--- src/rtl/uart_pkg.sv ---
// Shared UART definitions: frame decoder states, framing constants and small helpers
// used by uart_rx, uart_tx and uart_cmd_decoder.
package uart_pkg;

    typedef enum logic [2:0] {
        S_IDLE,
        S_CMD,
        S_ADDR,
        S_DATA,
        S_CHK
    } state_t;

    localparam logic [7:0] DEFAULT_SOF_BYTE = 8'h55;
    localparam int         FRAME_HDR_BYTES  = 3;

    function automatic logic [15:0] sat_inc16(input logic [15:0] value);
        return (value == 16'hFFFF) ? value : value + 16'd1;
    endfunction

endpackage

--- src/rtl/uart_frame_timer.sv ---
// Inter-byte timeout counter for the command decoder; expire pulses for one cycle
// when the gap between bytes inside a frame reaches TIMEOUT_CYCLES.
module uart_frame_timer #(
    parameter int TIMEOUT_CYCLES = 27_000
) (
    input  logic clk,
    input  logic resetn,
    input  logic clear,
    input  logic run,
    output logic expire
);

    localparam int                 TIMER_W   = $clog2(TIMEOUT_CYCLES + 1);
    localparam logic [TIMER_W-1:0] LAST_TICK = TIMER_W'(TIMEOUT_CYCLES - 1);

    logic [TIMER_W-1:0] count;

    // Holds at the last tick instead of wrapping; the decoder returns to idle and clears it.
    always_ff @(posedge clk) begin
        if (!resetn) begin
            count <= '0;
        end else if (clear) begin
            count <= '0;
        end else if (run && (count != LAST_TICK)) begin
            count <= count + 1'b1;
        end
    end

    assign expire = run && !clear && (count == LAST_TICK);

endmodule

--- src/rtl/uart_cmd_decoder.sv ---
// Assembles SOF/CMD/ADDR/DATA/CHK frames from the uart_rx byte stream and presents
// checksum-verified commands on a single-entry valid/ready buffer.
module uart_cmd_decoder
    import uart_pkg::*;
#(
    parameter int         DATA_BYTES     = 2,
    parameter logic [7:0] SOF_BYTE       = DEFAULT_SOF_BYTE,
    parameter int         TIMEOUT_CYCLES = 27_000
) (
    input  logic                    clk,
    input  logic                    resetn,
    input  logic                    rx_valid,
    input  logic [7:0]              rx_data,
    output logic                    cmd_valid,
    input  logic                    cmd_ready,
    output logic [7:0]              cmd_op,
    output logic [7:0]              cmd_addr,
    output logic [8*DATA_BYTES-1:0] cmd_data,
    output logic                    err_chk,
    output logic                    err_timeout,
    output logic                    err_overflow,
    output logic [15:0]             frame_cnt
);

    localparam int               IDX_W    = $clog2(DATA_BYTES + 1);
    localparam logic [IDX_W-1:0] LAST_IDX = IDX_W'(DATA_BYTES - 1);

    state_t                  state;
    state_t                  state_nxt;
    logic [7:0]              acc;
    logic [7:0]              op_buf;
    logic [7:0]              addr_buf;
    logic [8*DATA_BYTES-1:0] data_buf;
    logic [IDX_W-1:0]        byte_idx;

    logic timer_clear;
    logic timer_run;
    logic timer_expire;
    logic buf_free;
    logic chk_byte;
    logic chk_good;
    logic load_cmd;
    logic drop_overflow;
    logic drop_chk;

    uart_frame_timer #(
        .TIMEOUT_CYCLES(TIMEOUT_CYCLES)
    ) u_timer (
        .clk   (clk),
        .resetn(resetn),
        .clear (timer_clear),
        .run   (timer_run),
        .expire(timer_expire)
    );

    always_ff @(posedge clk) begin
        if (!resetn) begin
            state <= S_IDLE;
        end else begin
            state <= state_nxt;
        end
    end

    // A received byte always takes priority over an expiring timer.
    always_comb begin
        state_nxt = state;
        if (rx_valid) begin
            unique case (state)
                S_IDLE:  if (rx_data == SOF_BYTE) state_nxt = S_CMD;
                S_CMD:   state_nxt = S_ADDR;
                S_ADDR:  state_nxt = S_DATA;
                S_DATA:  if (byte_idx == LAST_IDX) state_nxt = S_CHK;
                S_CHK:   state_nxt = S_IDLE;
                default: state_nxt = S_IDLE;
            endcase
        end else if (timer_expire) begin
            state_nxt = S_IDLE;
        end
    end

    always_comb begin
        timer_clear   = rx_valid || (state == S_IDLE);
        timer_run     = (state != S_IDLE);
        buf_free      = !cmd_valid || cmd_ready;
        chk_byte      = rx_valid && (state == S_CHK);
        chk_good      = (rx_data == acc);
        load_cmd      = chk_byte && chk_good && buf_free;
        drop_overflow = chk_byte && chk_good && !buf_free;
        drop_chk      = chk_byte && !chk_good;
    end

    always_ff @(posedge clk) begin
        if (!resetn) begin
            acc      <= '0;
            op_buf   <= '0;
            addr_buf <= '0;
            data_buf <= '0;
            byte_idx <= '0;
        end else if (state == S_IDLE) begin
            acc      <= '0;
            byte_idx <= '0;
        end else if (rx_valid) begin
            unique case (state)
                S_CMD: begin
                    op_buf <= rx_data;
                    acc    <= acc ^ rx_data;
                end
                S_ADDR: begin
                    addr_buf <= rx_data;
                    acc      <= acc ^ rx_data;
                end
                S_DATA: begin
                    for (int i = 0; i < DATA_BYTES; i++) begin
                        if (byte_idx == IDX_W'(i)) data_buf[8*i +: 8] <= rx_data;
                    end
                    acc      <= acc ^ rx_data;
                    byte_idx <= byte_idx + 1'b1;
                end
                default: ;
            endcase
        end
    end

    // Output buffer: a new frame may land in the same cycle the held one is consumed.
    always_ff @(posedge clk) begin
        if (!resetn) begin
            cmd_valid    <= 1'b0;
            cmd_op       <= '0;
            cmd_addr     <= '0;
            cmd_data     <= '0;
            err_chk      <= 1'b0;
            err_timeout  <= 1'b0;
            err_overflow <= 1'b0;
            frame_cnt    <= '0;
        end else begin
            err_chk      <= drop_chk;
            err_timeout  <= timer_expire;
            err_overflow <= drop_overflow;
            if (load_cmd) begin
                cmd_valid <= 1'b1;
                cmd_op    <= op_buf;
                cmd_addr  <= addr_buf;
                cmd_data  <= data_buf;
                frame_cnt <= sat_inc16(frame_cnt);
            end else if (cmd_ready) begin
                cmd_valid <= 1'b0;
            end
        end
    end

endmodule

--- config.mk ---
export PLATFORM = sky130hd
export DESIGN_NAME = uart_cmd_decoder
export DESIGN_NICKNAME = d
export VERILOG_FILES = /design/src/rtl/uart_pkg.sv /design/src/rtl/uart_frame_timer.sv /design/src/rtl/uart_cmd_decoder.sv
export SDC_FILE = /design/constraint.sdc
export NUM_CORES = 1
export LEC_CHECK = 0
export BUFFER_PORTS_ARGS = -buffer_cell sky130_fd_sc_hd__buf_2
export CAP_MARGIN = 0
export CORE_AREA = 2 2 94 96
export DETAILED_ROUTE_END_ITERATION = 16
export DIE_AREA = 0 0 96 98
export GPL_ROUTABILITY_DRIVEN = 0
export HOLD_SLACK_MARGIN = 0.05
export PLACE_DENSITY = 0.76
export SLEW_MARGIN = 10
export SYNTH_ARGS = -nofsm -noshare
export SYNTH_HDL_FRONTEND = slang
export SYNTH_SLANG_ARGS = --single-unit
--- constraint.sdc ---
create_clock -name clk -period 2.6 [get_ports clk]
set_input_delay 0.26 -clock clk [delete_from_list [all_inputs] [get_ports clk]]
set_output_delay 0.26 -clock clk [all_outputs]
set_load 0.01 [all_outputs]
# Word level (Yosys, flattened, before mapping)
# Cells that the tools add are included.
# classes
reduce_logical	30
addsub	3
n_eq_ne	12
muxes	7
bitwise	4
# op_table
cell	n
$add 16x1->16 const B	1
$eq 16x16->1 const B	1
$add 15x1->15 const B	1
$eq 15x15->1 const B	1
$ne 15x15->1 const B	1
$mux 3	4
$pmux 3 s4	1
$reduce_and 3->1	3
$eq 8x7->1 const B	1
$eq 8x8->1	1
$logic_and 1x1->1	8
$reduce_and 4->1	2
$xor 8x8->8	1
$eq 3x2->1 const B	2
$ne 3x3->1 const B	2
$reduce_and 2->1	3
$logic_not 1->1	4
$reduce_bool 2->1	2
$reduce_or 2->1	2
$eq 3x1->1 const B	1
$eq 3x3->1 const B	1
$logic_not 3->1	1
$not 1->1	3
$reduce_bool 3->1	1
6 further kinds	8
# totals
output_inout_bits	52
input_bits	12
ff_bits	112
elab_cells	72

# Longest topological paths before layout
# logic_depth
depth_word	7
mapped_depth	9
ltp_nobuf	6

# Cells and area by module
# From an unflattened synthesis, not the netlist that was laid out.
# hier_totals
hier_cells	527
hier_area_um2	4655.7
# by_module_without_submodules
module	area_each_um2	cells_per_inst	seq_area_each_um2	n_inst
uart_cmd_decoder	3891.2	439	1941.9	1
uart_frame_timer	764.5	88	300.3	1

# Worst setup path after synthesis
# No wires, ideal clock.
# synth_path
path_type	reg-to-reg
from	reg u_timer.count[3]
to	reg state[0]
t_required_ns	2.472
arrival_time_ns	1.726
synth_period_minus_slack_ns	1.854
setup_slack_ns	0.746
n_path_buf	0
setup_ns	0.128
stages_incl_launch_ff	6
path_cell_list	dfxtp_1 -> or4b_2 -> nor4_2 -> nor2_1 -> a21oi_1 -> nor2_1
# synth_between
elab_chain_cells	4
# synth_rtl
item	line_no	source
from (decl)	uart_frame_timer.sv:16	logic [TIMER_W-1:0] count;
from (signal assigned)	uart_frame_timer.sv:25	count <= count + 1'b1;
$eq 15x15->1	uart_frame_timer.sv:29	assign expire = run && !clear && (count == LAST_TICK);
$logic_and 1x1->1	uart_frame_timer.sv:29	
$reduce_bool 2->1 (no source line)	--	
$reduce_and 3->1 (no source line)	--	
to (signal assigned)	uart_cmd_decoder.sv:60	state <= state_nxt;
to (decl)	uart_cmd_decoder.sv:28	state_t state;
# Every way passes these cells.
# A chain may end at the register's enable or synchronous reset.

# Final worst setup path
# layout_path
from	reg acc[2]
to	reg frame_cnt[14]
# layout_between
elab_chain_cells	4
# layout_rtl
item	line_no	source
from (decl)	uart_cmd_decoder.sv:30	logic [7:0] acc;
from (signal assigned)	uart_cmd_decoder.sv:106	acc <= acc ^ rx_data;
from (signal assigned)	uart_cmd_decoder.sv:110	acc <= acc ^ rx_data;
from (signal assigned)	uart_cmd_decoder.sv:116	acc <= acc ^ rx_data;
$eq 8x8->1	uart_cmd_decoder.sv:86	chk_good = (rx_data == acc);
$logic_and 1x1->1 (2 in series)	uart_cmd_decoder.sv:87	load_cmd = chk_byte && chk_good && buf_free;
$reduce_and 2->1 (no source line)	--	
to (signal assigned)	uart_cmd_decoder.sv:144	frame_cnt <= sat_inc16(frame_cnt);
to (decl)	uart_cmd_decoder.sv:22	output logic [15:0] frame_cnt
# Every way passes these cells.

==> out/results.ini <==
[synthesis]
synth_xor_area_frac=0.0579
synthAdderAreaFrac=0.0110
ys_seq_area_frac=0.494
synth_area_mm2=0.00454
synth_seq_cells=112
synth.distinct_cells=38
synthSimpleGateAreaFrac=0.260
synth_compound_area_frac=0.106
synthMuxAreaShare=0.0419
syn_nets=554
ys_warn_count=0
postSynthAreaPerCell_um2=8.44
synth_top_family_by_area=simple AND/OR/NAND/NOR gates
netlist_instances=538

[timing]
finClkSkew_ps=10.2
fin_crit_ps=2120
fmax_mhz=471
hold_viol=0
setup_viol=0
relSlewSlack=0.532
worstMarginPinSlew_ps=696
period_share=0.816
fin_hold_ws_ps=221
fin_setup_tns_ps=0
rsz0062_at_grt=false
slew_violations=0

[routing]
drtIter0Drc=196
first_pass_iters=7
via_per_inst=5.48
ant_nets=0
vias=3877
drc=0
wl_um=9720
wire_per_inst_um=13.7

[placement]
place_area_mm2=0.00496
port_buffers=63
placed_cells=691
hpwl_um=6870

[clocking]
cts_setup_buffers=0
cts_tree=done
clk_path_buf_depth=2
cts_htree_levels=3
clockRootBuffer=clkbuf_8
numCtsBuffers=9
cts_hold_buf=0
cts.clk_slew.worst_paths_ps=110
cts_sinks=112
post_cts_resized=0
clock_latency_ps=370

[pwr]
power_density_mw_per_mm2=534
p_sw_uw=656
clkPwrFrac=0.352
combPwrFrac=0.024
pwr-share-seq=0.625
ir_worst_vdd_v=0.000297
p_sw_frac=0.239
leakage_uw=0.00183
internal_power_uw=2090

[die]
die-area_mm2=0.00941
die_x_um=96
std_cell_rows=34
core_mm2=0.00847
die_h_um=98
initial_core_util=0.537
ios=64

[global_route]
grt_pass1_vias=3615
grt_max_degree=52
antenna_found_initial=0
track_usage=0.218
overflow=0
grt_pass1_wl_um=16500

[job]
maxCapViolations=0

[status]
status=complete, no violations

[cells_and_area]
fin_cells=707
area_delta_synth_final_pct=13.2
fillCellCount=763
multi_input_area_mm2=0.00216
drive_gt1_frac=0.160
seqCellArea_mm2=0.00224
antenna_cells=0
fin_nets=610
stdcell_area_mm2=0.00514

[setup_path]
cp-end-kind=register
cp-start-kind=register
crit_required_ps=2870
crit_type=register to register
crit_path_max_fanout=36
worstPathArrival_ps=2390

[worst_hold_path]
hold_class=input pin to register

flip-flops by register name (all words and copies together) (netlist names):
register / count
cmd_addr: 8
byte_idx: 2
addr_buf: 8
cmd_data: 16
u_timer.count: 15
data_buf: 16
cmd_op: 8
cmd_valid: 1
frame_cnt: 16
state: 3
err_overflow: 1
err_chk: 1
err_timeout: 1
op_buf: 8
acc: 8
per-layer routing:
metal | wire length [µm] | vias up | track usage
met3 | 457 | 15 | 0.0340
met4 | 161 | 0 | 0.0791
li1 | - | 1952 | -
met5 | 0 | - | 0
met1 | 4350 | 1824 | 0.291
met2 | 4740 | 86 | 0.354
critical path, cell delays in order, from the launching register on:
cell and delay, ps:
dfxtp_1 340, xor2_1 160, nor4_2 340, nand4_1 170, buf_4 280, or4_1 520
o211a_1 220
path summary, 6_finish.rpt:
path              slack (ps)  cells past startpoint       start       endpoint
setup / recovery         480                      6      acc[2]  frame_cnt[14]
hold / removal           220                      3  rx_data[4]    data_buf[4]
hold reg to reg          450                      2   cmd_op[6]      cmd_op[6]
setup reg to reg         480                      6      acc[2]  frame_cnt[14]
cell families (layout without fill, tap and decap cells):
family,Yosys count,count (layout)
mux,19,19
buf+inv,35,96
compound gates,88,88
xor+xnor,30,30
flops,112,112
fa+ha+maj,4,4
simple gates,250,250
layout by cell type (no fill, tap or decap), drive strengths merged:
cell | Yosys | final
or4bb | 1 | 1
o311ai | 1 | 1
or4 | 5 | 5
o31ai | 6 | 6
inv | 5 | 7
clkbuf | 23 | 9
a21oi | 67 | 67
and3 | 5 | 5
xnor2 | 7 | 7
mux2i | 19 | 19
ha | 4 | 4
nand2b | 5 | 5
nand2 | 114 | 114
clkinv | 0 | 3
o211ai | 2 | 2
nand3b | 1 | 1
nor3b | 3 | 3
nor4bb | 2 | 2
a211oi | 1 | 1
xor2 | 23 | 23
or4b | 1 | 1
clkinvlp | 0 | 2
dfxtp | 112 | 112
and4 | 3 | 3
o41ai | 1 | 1
nor2 | 47 | 47
nand4 | 11 | 11
nand3 | 26 | 26
nor2b | 2 | 2
o21ai | 8 | 8
o32ai | 1 | 1
nor3 | 7 | 7
nor4 | 5 | 5
or3 | 10 | 10
buf | 7 | 75
nor4b | 2 | 2
o211a | 1 | 1
cells in the mapped netlist (all sizes together):
| master | n | share of area |
|---|---|---|
| nand2 | 114 | 0.094 |
| dfxtp | 112 | 0.49 |
| a21oi | 67 | 0.074 |
| nor2 | 47 | 0.039 |
| nand3 | 26 | 0.029 |
| clkbuf | 23 | 0.019 |
| xor2 | 23 | 0.044 |
| mux2i | 19 | 0.042 |
| nand4 | 11 | 0.015 |
| or3 | 10 | 0.014 |
| o21ai | 8 | 0.0088 |
| buf | 7 | 0.0074 |
| nor3 | 7 | 0.0077 |
| xnor2 | 7 | 0.013 |
| o31ai | 6 | 0.0099 |
| and3 | 5 | 0.0069 |
| inv | 5 | 0.0041 |
| nand2b | 5 | 0.0069 |
| nor4 | 5 | 0.011 |
| or4 | 5 | 0.0083 |
| ha | 4 | 0.011 |
| and4 | 3 | 0.0058 |
| nor3b | 3 | 0.0050 |
| nor2b | 2 | 0.0028 |
| nor4b | 2 | 0.0039 |
| nor4bb | 2 | 0.0044 |
| o211ai | 2 | 0.0033 |
| a211oi | 1 | 0.0017 |
| nand3b | 1 | 0.0017 |
| o211a | 1 | 0.0022 |
| o311ai | 1 | 0.0019 |
| o32ai | 1 | 0.0019 |
| o41ai | 1 | 0.0019 |
| or4b | 1 | 0.0022 |
| or4bb | 1 | 0.0025 |
power by group through the flow:
| stage | logic [µW] | registers (µW) | clock network (µW) |
|---|---|---|---|
| floorplan | 32.2 | 1750 | 0 |
| global placement | 62.8 | 1750 | 0 |
| detailed placement | 64.4 | 1750 | 0 |
| CTS | 64.6 | 1710 | 980 |
| global route | 71.3 | 1720 | 1040 |
| finish | 65.0 | 1710 | 966 |
area by class of cell:
type | instances | area share
Inverter | 5 | 0.00365
Tap cell | 108 | 0.0263
Timing Repair Buffer | 75 | 0.0789
Clock buffer | 9 | 0.0241
Clock inverter | 7 | 0.0107
Multi-Input combinational cell | 391 | 0.420
Sequential cell | 112 | 0.436
through the flow:
step | worst slack [ps] | power (µW) | util
finish | 478 | 2750 | 0.607
global placement | 473 | 1820 | 0.586
floorplan | 746 | 1790 | -
detailed placement | 339 | 1820 | 0.586
global route | 335 | 2830 | 0.607
CTS | 460 | 2760 | 0.607
Note: power is estimated with default switching activity, not from simulation.
